==> src/rtl/rvc_pkg.sv <==
// rtl/rvc_pkg.sv - RV32 opcode/funct constants and encoders shared by the RVC expander
package rvc_pkg;

   typedef enum logic [1:0] {
      Q0 = 2'b00,
      Q1 = 2'b01,
      Q2 = 2'b10,
      Q3 = 2'b11
   } rvc_quad_t;

   localparam logic [6:0] OP_IMM = 7'b0010011;
   localparam logic [6:0] OP     = 7'b0110011;
   localparam logic [6:0] LOAD   = 7'b0000011;
   localparam logic [6:0] STORE  = 7'b0100011;
   localparam logic [6:0] LUI    = 7'b0110111;
   localparam logic [6:0] JAL    = 7'b1101111;
   localparam logic [6:0] JALR   = 7'b1100111;
   localparam logic [6:0] BRANCH = 7'b1100011;
   localparam logic [6:0] SYSTEM = 7'b1110011;

   localparam logic [2:0] F3_ADD  = 3'b000;
   localparam logic [2:0] F3_SLL  = 3'b001;
   localparam logic [2:0] F3_LW   = 3'b010;
   localparam logic [2:0] F3_SW   = 3'b010;
   localparam logic [2:0] F3_XOR  = 3'b100;
   localparam logic [2:0] F3_SR   = 3'b101;
   localparam logic [2:0] F3_OR   = 3'b110;
   localparam logic [2:0] F3_AND  = 3'b111;
   localparam logic [2:0] F3_BEQ  = 3'b000;
   localparam logic [2:0] F3_BNE  = 3'b001;
   localparam logic [2:0] F3_JALR = 3'b000;

   localparam logic [6:0] F7_BASE = 7'b0000000;
   localparam logic [6:0] F7_ALT  = 7'b0100000;

   // rd'/rs1'/rs2' address x8..x15
   function automatic logic [4:0] creg(input logic [2:0] r);
      return {2'b01, r};
   endfunction

   function automatic logic [31:0] enc_i(input logic [11:0] imm, input logic [4:0] rs1,
                                         input logic [2:0] f3, input logic [4:0] rd,
                                         input logic [6:0] opc);
      return {imm, rs1, f3, rd, opc};
   endfunction

   function automatic logic [31:0] enc_r(input logic [6:0] f7, input logic [4:0] rs2,
                                         input logic [4:0] rs1, input logic [2:0] f3,
                                         input logic [4:0] rd, input logic [6:0] opc);
      return {f7, rs2, rs1, f3, rd, opc};
   endfunction

   function automatic logic [31:0] enc_s(input logic [11:0] imm, input logic [4:0] rs2,
                                         input logic [4:0] rs1, input logic [2:0] f3);
      return {imm[11:5], rs2, rs1, f3, imm[4:0], STORE};
   endfunction

   function automatic logic [31:0] enc_b(input logic [12:1] imm, input logic [4:0] rs2,
                                         input logic [4:0] rs1, input logic [2:0] f3);
      return {imm[12], imm[10:5], rs2, rs1, f3, imm[4:1], imm[11], BRANCH};
   endfunction

   function automatic logic [31:0] enc_j(input logic [20:1] imm, input logic [4:0] rd);
      return {imm[20], imm[10:1], imm[11], imm[19:12], rd, JAL};
   endfunction

endpackage

==> src/rtl/rvc_expand.sv <==
// rtl/rvc_expand.sv - combinational RV32C parcel to RV32I instruction expander
module rvc_expand
   import rvc_pkg::*;
(
   input  logic [15:0] parcel,
   output logic [31:0] inst,
   output logic        illegal
);

   logic [4:0]  rd, rs2, rdp, rs1p;
   logic [11:0] imm6, a4spn_imm, lw_imm, a16sp_imm, lwsp_imm, swsp_imm;
   logic [19:0] lui_imm;
   logic [20:1] j_imm;
   logic [12:1] b_imm;
   logic        nz6_zero;

   assign rd        = parcel[11:7];
   assign rs2       = parcel[6:2];
   assign rdp       = creg(parcel[4:2]);
   assign rs1p      = creg(parcel[9:7]);
   assign nz6_zero  = ({parcel[12], parcel[6:2]} == 6'h00);

   // immediate scrambles undone per format
   assign imm6      = {{6{parcel[12]}}, parcel[12], parcel[6:2]};
   assign a4spn_imm = {2'b00, parcel[10:7], parcel[12:11], parcel[5], parcel[6], 2'b00};
   assign lw_imm    = {5'b00000, parcel[5], parcel[12:10], parcel[6], 2'b00};
   assign a16sp_imm = {{3{parcel[12]}}, parcel[4:3], parcel[5], parcel[2], parcel[6], 4'b0000};
   assign lwsp_imm  = {4'b0000, parcel[3:2], parcel[12], parcel[6:4], 2'b00};
   assign swsp_imm  = {4'b0000, parcel[8:7], parcel[12:9], 2'b00};
   assign lui_imm   = {{14{parcel[12]}}, parcel[12], parcel[6:2]};
   assign j_imm     = {{10{parcel[12]}}, parcel[8], parcel[10:9], parcel[6], parcel[7],
                       parcel[2], parcel[11], parcel[5:3]};
   assign b_imm     = {{5{parcel[12]}}, parcel[6:5], parcel[2], parcel[11:10], parcel[4:3]};

   always_comb begin
      inst    = 32'h0000_0000;
      illegal = 1'b0;
      case (rvc_quad_t'(parcel[1:0]))
         Q0: begin
            case (parcel[15:13])
               3'b000: begin
                  inst    = enc_i(a4spn_imm, 5'd2, F3_ADD, rdp, OP_IMM);
                  illegal = (parcel[12:5] == 8'h00);
               end
               3'b010:  inst = enc_i(lw_imm, rs1p, F3_LW, rdp, LOAD);
               3'b110:  inst = enc_s(lw_imm, rdp, rs1p, F3_SW);
               default: illegal = 1'b1;
            endcase
         end
         Q1: begin
            case (parcel[15:13])
               3'b000: inst = enc_i(imm6, rd, F3_ADD, rd, OP_IMM);
               3'b001: inst = enc_j(j_imm, 5'd1);
               3'b010: inst = enc_i(imm6, 5'd0, F3_ADD, rd, OP_IMM);
               3'b011: begin
                  if (rd == 5'd2) begin
                     inst    = enc_i(a16sp_imm, 5'd2, F3_ADD, 5'd2, OP_IMM);
                     illegal = nz6_zero;
                  end else begin
                     inst    = {lui_imm, rd, LUI};
                     illegal = nz6_zero || (rd == 5'd0);
                  end
               end
               3'b100: begin
                  case (parcel[11:10])
                     2'b00: begin
                        inst    = enc_i({F7_BASE, parcel[6:2]}, rs1p, F3_SR, rs1p, OP_IMM);
                        illegal = parcel[12];
                     end
                     2'b01: begin
                        inst    = enc_i({F7_ALT, parcel[6:2]}, rs1p, F3_SR, rs1p, OP_IMM);
                        illegal = parcel[12];
                     end
                     2'b10: inst = enc_i(imm6, rs1p, F3_AND, rs1p, OP_IMM);
                     default: begin
                        // parcel[12]=1 selects RV64-only SUBW/ADDW
                        illegal = parcel[12];
                        case (parcel[6:5])
                           2'b00:   inst = enc_r(F7_ALT, rdp, rs1p, F3_ADD, rs1p, OP);
                           2'b01:   inst = enc_r(F7_BASE, rdp, rs1p, F3_XOR, rs1p, OP);
                           2'b10:   inst = enc_r(F7_BASE, rdp, rs1p, F3_OR, rs1p, OP);
                           default: inst = enc_r(F7_BASE, rdp, rs1p, F3_AND, rs1p, OP);
                        endcase
                     end
                  endcase
               end
               3'b101:  inst = enc_j(j_imm, 5'd0);
               3'b110:  inst = enc_b(b_imm, 5'd0, rs1p, F3_BEQ);
               default: inst = enc_b(b_imm, 5'd0, rs1p, F3_BNE);
            endcase
         end
         Q2: begin
            case (parcel[15:13])
               3'b000: begin
                  inst    = enc_i({F7_BASE, rs2}, rd, F3_SLL, rd, OP_IMM);
                  illegal = parcel[12];
               end
               3'b010: inst = enc_i(lwsp_imm, 5'd2, F3_LW, rd, LOAD);
               3'b100: begin
                  if (!parcel[12]) begin
                     if (rs2 == 5'd0) begin
                        inst    = enc_i(12'h000, rd, F3_JALR, 5'd0, JALR);
                        illegal = (rd == 5'd0);
                     end else begin
                        inst = enc_r(F7_BASE, rs2, 5'd0, F3_ADD, rd, OP);
                     end
                  end else if (rs2 == 5'd0) begin
                     if (rd == 5'd0)
                        inst = enc_i(12'h001, 5'd0, 3'b000, 5'd0, SYSTEM);
                     else
                        inst = enc_i(12'h000, rd, F3_JALR, 5'd1, JALR);
                  end else begin
                     inst = enc_r(F7_BASE, rs2, rd, F3_ADD, rd, OP);
                  end
               end
               3'b110:  inst = enc_s(swsp_imm, rs2, 5'd2, F3_SW);
               default: illegal = 1'b1;
            endcase
         end
         Q3: illegal = 1'b1;
         default: illegal = 1'b1;
      endcase
      if (illegal)
         inst = {16'h0000, parcel};
   end

endmodule

==> src/rtl/rvc_fetch_align.sv <==
// rtl/rvc_fetch_align.sv - halfword parcel buffer, instruction extraction and output register
module rvc_fetch_align
   import rvc_pkg::*;
#(
   parameter int DEPTH    = 8,
   parameter bit ENABLE_C = 1'b1
) (
   input  logic        clk_i,
   input  logic        rst_n_i,
   input  logic        flush_i,
   input  logic        fetch_valid_i,
   output logic        fetch_ready_o,
   input  logic [31:0] fetch_data_i,
   input  logic [31:0] fetch_pc_i,
   output logic        inst_valid_o,
   input  logic        inst_ready_i,
   output logic [31:0] inst_o,
   output logic [31:0] inst_pc_o,
   output logic        inst_is_com_o,
   output logic        inst_illegal_o
);

   localparam int AW = $clog2(DEPTH);
   localparam int CW = AW + 1;

   logic [15:0]   buf_q [DEPTH];
   logic [AW-1:0] head_q, head_p1, tail, tail_p1;
   logic [CW-1:0] count_q, n_push, n_pop;
   logic [31:0]   head_pc_q, pop_bytes;
   logic          resync_q;

   logic [15:0]   par0, par1;
   logic          head_com, can_issue, out_load, push, skip_lo;
   logic [31:0]   exp_inst, nxt_inst;
   logic          exp_ill, nxt_ill, nxt_com;

   assign tail    = head_q + count_q[AW-1:0];
   assign tail_p1 = tail + AW'(1);
   assign head_p1 = head_q + AW'(1);
   assign par0    = buf_q[head_q];
   assign par1    = buf_q[head_p1];

   // Registered-only ready so decode backpressure never reaches fetch combinationally
   assign fetch_ready_o = rst_n_i & (count_q <= CW'(DEPTH - 2));
   assign push          = fetch_valid_i & fetch_ready_o;
   assign skip_lo       = resync_q & fetch_pc_i[1];
   assign n_push        = push ? (skip_lo ? CW'(1) : CW'(2)) : CW'(0);

   assign head_com  = (par0[1:0] != 2'b11);
   assign can_issue = head_com ? (count_q != CW'(0)) : (count_q >= CW'(2));
   assign out_load  = (!inst_valid_o | inst_ready_i) & can_issue;
   assign n_pop     = out_load ? (head_com ? CW'(1) : CW'(2)) : CW'(0);
   assign pop_bytes = head_com ? 32'd2 : 32'd4;

   rvc_expand u_expand (
      .parcel  (par0),
      .inst    (exp_inst),
      .illegal (exp_ill)
   );

   always_comb begin
      nxt_inst = {par1, par0};
      nxt_com  = 1'b0;
      nxt_ill  = 1'b0;
      if (head_com) begin
         nxt_com = 1'b1;
         if (ENABLE_C) begin
            nxt_inst = exp_inst;
            nxt_ill  = exp_ill;
         end else begin
            nxt_inst = {16'h0000, par0};
            nxt_ill  = 1'b1;
         end
      end
   end

   always_ff @(posedge clk_i) begin
      if (push && !flush_i) begin
         if (skip_lo) begin
            buf_q[tail] <= fetch_data_i[31:16];
         end else begin
            buf_q[tail]    <= fetch_data_i[15:0];
            buf_q[tail_p1] <= fetch_data_i[31:16];
         end
      end
   end

   always_ff @(posedge clk_i) begin
      if (!rst_n_i) begin
         head_q         <= '0;
         count_q        <= '0;
         head_pc_q      <= '0;
         resync_q       <= 1'b1;
         inst_valid_o   <= 1'b0;
         inst_o         <= '0;
         inst_pc_o      <= '0;
         inst_is_com_o  <= 1'b0;
         inst_illegal_o <= 1'b0;
      end else if (flush_i) begin
         head_q       <= '0;
         count_q      <= '0;
         resync_q     <= 1'b1;
         inst_valid_o <= 1'b0;
      end else begin
         head_q  <= head_q + n_pop[AW-1:0];
         count_q <= count_q + n_push - n_pop;
         // Buffer is empty while resyncing, so no pop competes with the PC load
         if (push && resync_q) begin
            head_pc_q <= fetch_pc_i & 32'hFFFF_FFFE;
            resync_q  <= 1'b0;
         end else if (out_load) begin
            head_pc_q <= head_pc_q + pop_bytes;
         end
         if (out_load) begin
            inst_valid_o   <= 1'b1;
            inst_o         <= nxt_inst;
            inst_pc_o      <= head_pc_q;
            inst_is_com_o  <= nxt_com;
            inst_illegal_o <= nxt_ill;
         end else if (inst_ready_i) begin
            inst_valid_o <= 1'b0;
         end
      end
   end

endmodule

==> config.mk <==
export PLATFORM = sky130hd
export DESIGN_NAME = rvc_fetch_align
export DESIGN_NICKNAME = d
export VERILOG_FILES = /design/src/rtl/rvc_pkg.sv /design/src/rtl/rvc_expand.sv /design/src/rtl/rvc_fetch_align.sv
export SDC_FILE = /design/constraint.sdc
export NUM_CORES = 1
export LEC_CHECK = 0
export ABC_AREA = 1
export CORE_ASPECT_RATIO = 1.4
export CORE_UTILIZATION = 53
export DETAILED_ROUTE_END_ITERATION = 8
export PLACE_DENSITY = 0.82
export SETUP_SLACK_MARGIN = 0.3
export SLEW_MARGIN = 15
export SYNTH_ARGS = -nofsm -noshare
export SYNTH_HDL_FRONTEND = slang
export SYNTH_SLANG_ARGS = --single-unit
==> constraint.sdc <==
create_clock -name clk_i -period 3.55 [get_ports clk_i]
set_clock_uncertainty 0.15 [all_clocks]
set_input_delay 0.8875 -clock clk_i [delete_from_list [all_inputs] [get_ports clk_i]]
set_output_delay 0.8875 -clock clk_i [all_outputs]
set_load 0.01 [all_outputs]
# Word-level counts from Yosys, hierarchy flattened
# Memory sizes are Yosys's and may differ from the RTL's. A register that Yosys moved wholly into a read port is not among the register bits.
# Cells that the tools add are included.
# totals
register_bits	107
mem_bits_rw	128
in_bits	69
output_inout_bits	68
word_cells	103
memories	1
# classes
n_addsub	7
order_cmp	2
eq_ne	15
mux	41
bitwise_logic	8
n_reduce_logical	20
# mem_list
name	words	word_bits	rd	rd_clocked_by_memory_dff	write_ports	line_no	rtl
buf_q	8	16	2	1	2	rvc_fetch_align.sv:26	logic [15:0] buf_q [DEPTH];
# op_table
cell	count
32-bit one-hot mux with 7 select lines	1
32-bit one-hot mux with 3 select lines	2
32-bit 2-to-1 mux	4
32-bit one-hot mux with 4 select lines	1
31-bit one-hot mux with 3 select lines	1
30-bit one-hot mux with 3 select lines	1
25-bit 2-to-1 mux	3
32-bit by 3-bit adder with 32-bit output	1
29-bit 2-to-1 mux	1
21-bit 2-to-1 mux	1
16-bit 2-to-1 mux	1
1-bit 2-to-1 mux	15
5-bit logical NOT	2
3-bit == test (second input constant)	3
2-bit == test (second input constant)	4
8-bit logical NOT	1
2-bit 2-to-1 mux	4
3-bit by 1-bit adder with 3-bit output (second input constant)	2
2-bit by 1-bit == test with 1-bit output (second input constant)	3
3-bit by 2-bit == test with 1-bit output (second input constant)	2
2-bit logical NOT	3
6-bit logical NOT	1
3-bit 2-to-1 mux	2
5-bit by 2-bit == test with 1-bit output (second input constant)	1
other kinds (22)	33

# Depth between registers and ports, before layout
# Gate-level depths: netlist of run 1.
# logic_depth
ltp_word	8
ltp_mapped	25
mapped_depth_nobuf	22

# Hierarchy
# A second synthesis of run 1 with hierarchy kept.
# hier_totals
cells_unflattened	2574
area_unflattened_um2	16582.2
# by_module_without_submodules
module	instances	cells_per_inst	area_each_um2	seq_area_each_um2
rvc_fetch_align	1	2145	14561.5	5945.7
rvc_expand	1	429	2020.7	0.0

# Worst setup path after synthesis of run 1
# OpenSTA, ideal clock, no wires.
# synth_timing
path_kind	in2reg
startpoint	input port rst_n_i
endpoint	memory buf_q[4][0], enable pin
setup_time_ps	411
arrival_ps	3212
required_time_ps	2989
slack_ps	-223
cell_stages	7
path_buffers	1
path_cell_list	buf_4 inv_2 a311oi_1 nand2_1 nor2_2 nand3_1 o21ai_0
# synth_rtl
item	line_no	rtl
start: declaration	rvc_fetch_align.sv:9	input logic rst_n_i,
end: declaration	rvc_fetch_align.sv:26	

==> summary.md, run 1 <==
| Metric | Value |
|---|---|
| Number of cell rows | 72 |
| Avg Synthesized Cell Area | 7.07 sq um |
| Post-Syn Nets | 2,192 |
| Fin crit period | 3.38 ns |
| CP Class | register to register |
| WL/cell | 19.4 microns |
| Setup-failing EPs final | 0 |
| Hold path startpoint | inst_pc_o[31]$_SDFFE_PN0P_ |
| Synth Flop Type | edfxtp_1 |
| Synth warnings | 0 |
| Post-placement setup slack | 0.0169 ns |
| Met3 usage | 0.0526 |
| Critical path launch point | head_q[0]$_SDFF_PP0_ |
| Status | finished, final reports clean |
| Commonest cells after routing, fill and taps aside | nand2_1, o21ai_0, inv_1 |
| Area grow syn2layout | 22.5% |
| 1st-pass router iterations | 5 |
| Layout Cells excl Fill | between 2,000 and 3,000 |
| Final HPWL DP | 34,900 microns |
| Crit Reg-Reg Startpoint | head_q[0]$_SDFF_PP0_ |
| Hold Buf Count CTS | 0 |
| RSZ-0062 raised after global routing | true |
| Crit end category | register |
| GR Util met1 | 0.398 |
| Startpoint types | register |
| Logic pwr share | 0.548 |
| Number of global-route vias before repair | 14,800 |
| Worst Path Max Fanout | 10 |
| Bufs on Longest Clock Path | 3 |
| Post-synth top area cell | edfxtp_1 |
| First-pass GRT wire length | 78,100 microns |
| Layout cells sized above 1 | 0.130 |
| Slew HR | 0.542 |
| IO buf count | 134 |
| Top cells by area, synth | edfxtp_1, dfxtp_1, nand2_1 |
| FF-to-FF setup slack | 0.17 ns |
| Pwr Density | 763 nW/um^2 |
| Netlist cell types | 56 |
| Ports | approximately 140 |
| Ys async rst share | 0 |
| Die area | between 20,000 and 30,000 sq um |
| Die W | 144 microns |
| Routed vias/inst | 5.79 |
| Mapped Cells | about 2,100 |
| Synth Register Bits | 233 |
| Top cell type's share of synthesized area | 0.258 |
| Largest net degree at the start of global routing | slightly above 70 |
| Drc violations | 0 |
| Final Wtd Congestion | 1.03 |
| Clock power frac | 0.180 |
| Total track usage | 0.352 |
| TritonCTS Buffers | 24 |
| Worst setup margin | between 0.15 and 0.2 ns |
| Total grt overflow | 0 |
| Switching Power | 6.36 mW |
| Post-synth EDFFs | 128 |
| Worst Path Required | 3.88 ns |
| Tcrit/Tclk final | 0.952 |
| DR vias | 15,300 |
| CORE AREA | 27,700 sq um |
| Final core utilization | 0.660 |
| CTS tree | built |
| Clock sink count | ~230 |
| Starting DRT DRC Count | 1,288 |
| Most common cell after layout, fill and taps aside | nand2_1 |
| H-tree levels | 1 |
| Switching share of power | 0.457 |
| Leak pwr | ~7.8 nW |
| Met2 GRT Util | 0.618 |
| DRT Wirelength | a little over 50,000 microns |
| Clk slew on worst S/H paths | approximately 0.070 ns |
| Int Power | 7.56 mW |
| Final slew viol count | 0 |
| Initial antenna violation count | 0 |
| Sequential power share | 0.273 |
| Filler cells | 2,339 |
| Max frequency | 296 MHz |
| Sequential share of the synthesized area | 0.399 |
| GR peak layer | met2 |
| Final hold violations | 0 |
| # diodes | 0 |
| Arr. time, crit path | 3.71 ns |
| Placed insts | 2,566 |
| Worst-Skew Late Latency | 0.56 ns |
| Peak VDD IR | 0.376 mV |
| Worst-margin pin slew | 0.687 ns |
| Die Ht | 200 microns |
| # Max-Cap Violations | 0 |
| Starting Density | 0.539 |
| DRT antenna net count | 0 |
| Mapped Area | 14,900 sq um |
| CTS root buf | clkbuf_16 |
| Worst min-delay path category | register to register |
| Nets | 2,341 |
## Yosys cell counts (2+ instances only)
cell type,count
o21ai_0,298
nand2_2,22
inv_2,9
buf_2,32
o221ai_1,2
o21ai_2,3
a22oi_1,2
nor3_1,18
a21oi_2,16
buf_6,10
clkinv_1,2
o21ai_1,23
nand3_1,139
nand2_4,4
o21bai_1,2
nor4_1,3
buf_4,12
fa_1,5
nor2_4,2
o22ai_1,14
edfxtp_1,128
ha_1,12
a31oi_1,15
nor2_2,6
nand2_1,538
nor2_1,184
nand3b_1,3
xnor2_1,5
buf_1,4
nand4_1,10
a21oi_1,158
o21a_1,8
o21ai_4,4
a211oi_1,9
or2_2,2
inv_1,183
o211ai_1,7
xor2_1,24
mux2i_1,3
clkbuf_1,65
dfxtp_1,105
## worst paths after layout
kind | end | depth (start not counted)
setup / recovery | head_pc_q[27]$_SDFFE_PN0P_ | 23
hold / removal | inst_pc_o[31]$_SDFFE_PN0P_ | 2
setup reg to reg | head_pc_q[27]$_SDFFE_PN0P_ | 23
hold reg to reg | inst_pc_o[31]$_SDFFE_PN0P_ | 2
## area by class of cell
class,instances,area [sq um],share of cell area
clock buffer,28,637,0.0349
sequential,233,5950,0.326
tap,370,463,0.0254
clock inverter,16,136,0.00747
inverter,195,751,0.0411
timing repair buffer,248,2410,0.132
multi-input combinational,1553,7900,0.433
## registers in the layout (all words and copies together), names as in the netlist
register / flops
inst_illegal_o: 1
inst_is_com_o: 1
inst_pc_o: 31
count_q: 4
inst_o: 32
head_pc_q: 31
inst_valid_o: 1
head_q: 3
buf_q: 128
resync_q: 1
## power groups by stage
| stage | combinational [mW] | sequential, mW | clock, mW |
|---|---|---|---|
| 6_report | 7.63 | 3.80 | 2.50 |
| 5_1_grt | 8.28 | 3.86 | 2.64 |
| 4_1_cts | 7.23 | 3.78 | 2.53 |
| 3_5_place_dp | 7.01 | 3.84 | 0 |
| 3_3_place_gp | 6.92 | 3.82 | 0 |
| 2_1_floorplan | 4.49 | 3.87 | 0 |
## timing repair
| action | 4_1_cts | 5_1_grt |
|---|---|---|
| gates cloned | 1 | 1 |
| setup endpoints to repair | 68 | 174 |
| resized for setup | 13 | 81 |
| pin swaps | 7 | 42 |
| setup buffers | 7 | 24 |
## routing by layer
layer  wire, microns  up-vias
met5               0        -
met4            2950        0
met3            3900      211
met2           26100      738
met1           18300     7032
li1                -     7325
## worst max-delay path: stages, from the launching register on
cell and delay (ns):
dfxtp_4 0.37, buf_8 0.14, clkinv_8 0.06, nand2_1 0.06, nand3_1 0.10, nand2_2 0.06, nand2_1 0.07, nand2_2 0.10
nand2_8 0.10, ha_4 0.14, inv_2 0.04, fa_2 0.37, inv_2 0.10, nand3_4 0.09, inv_4 0.08, nand2_4 0.06
nor2_4 0.15, nand2_4 0.09, nor2_4 0.13, nand4_1 0.19, nor2_1 0.18, xor2_1 0.16, a21boi_1 0.08, a211oi_1 0.23
## per-stage QoR
stage / power, mW / hold slack, ns / TNS (ns) / instance area, sq um
detailed placement: 10.9 / 0.305 / 0 / 16800
global placement: 10.7 / 0.300 / 0 / 16800
finish: 13.9 / 0.313 / 0 / 18200
CTS: 13.5 / 0.315 / 0 / 17800
floorplan: 8.37 / 0.290 / 0 / 15100
global route: 14.8 / 0.331 / -0.00506 / 18200
## cells by family after synthesis
group,count (synthesis),synth area share
other,1,0.000252
xor gates and xnor gates,29,0.0170
adders and majority gates,17,0.0168
muxes,3,0.00202
buffers and inverters,320,0.0934
DFF,233,0.399
and+or+nand+nor,936,0.263
AOI/OAI and AO/OA,567,0.208
No activity file was read; power rests on OpenSTA's default activity.
==> inputs of run 2 (changes only) <==
- TNS_END_PERCENT: not set -> 100
==> results of run 2 <==
No change in the layout: final DEF, timing and power equal those of run 1.
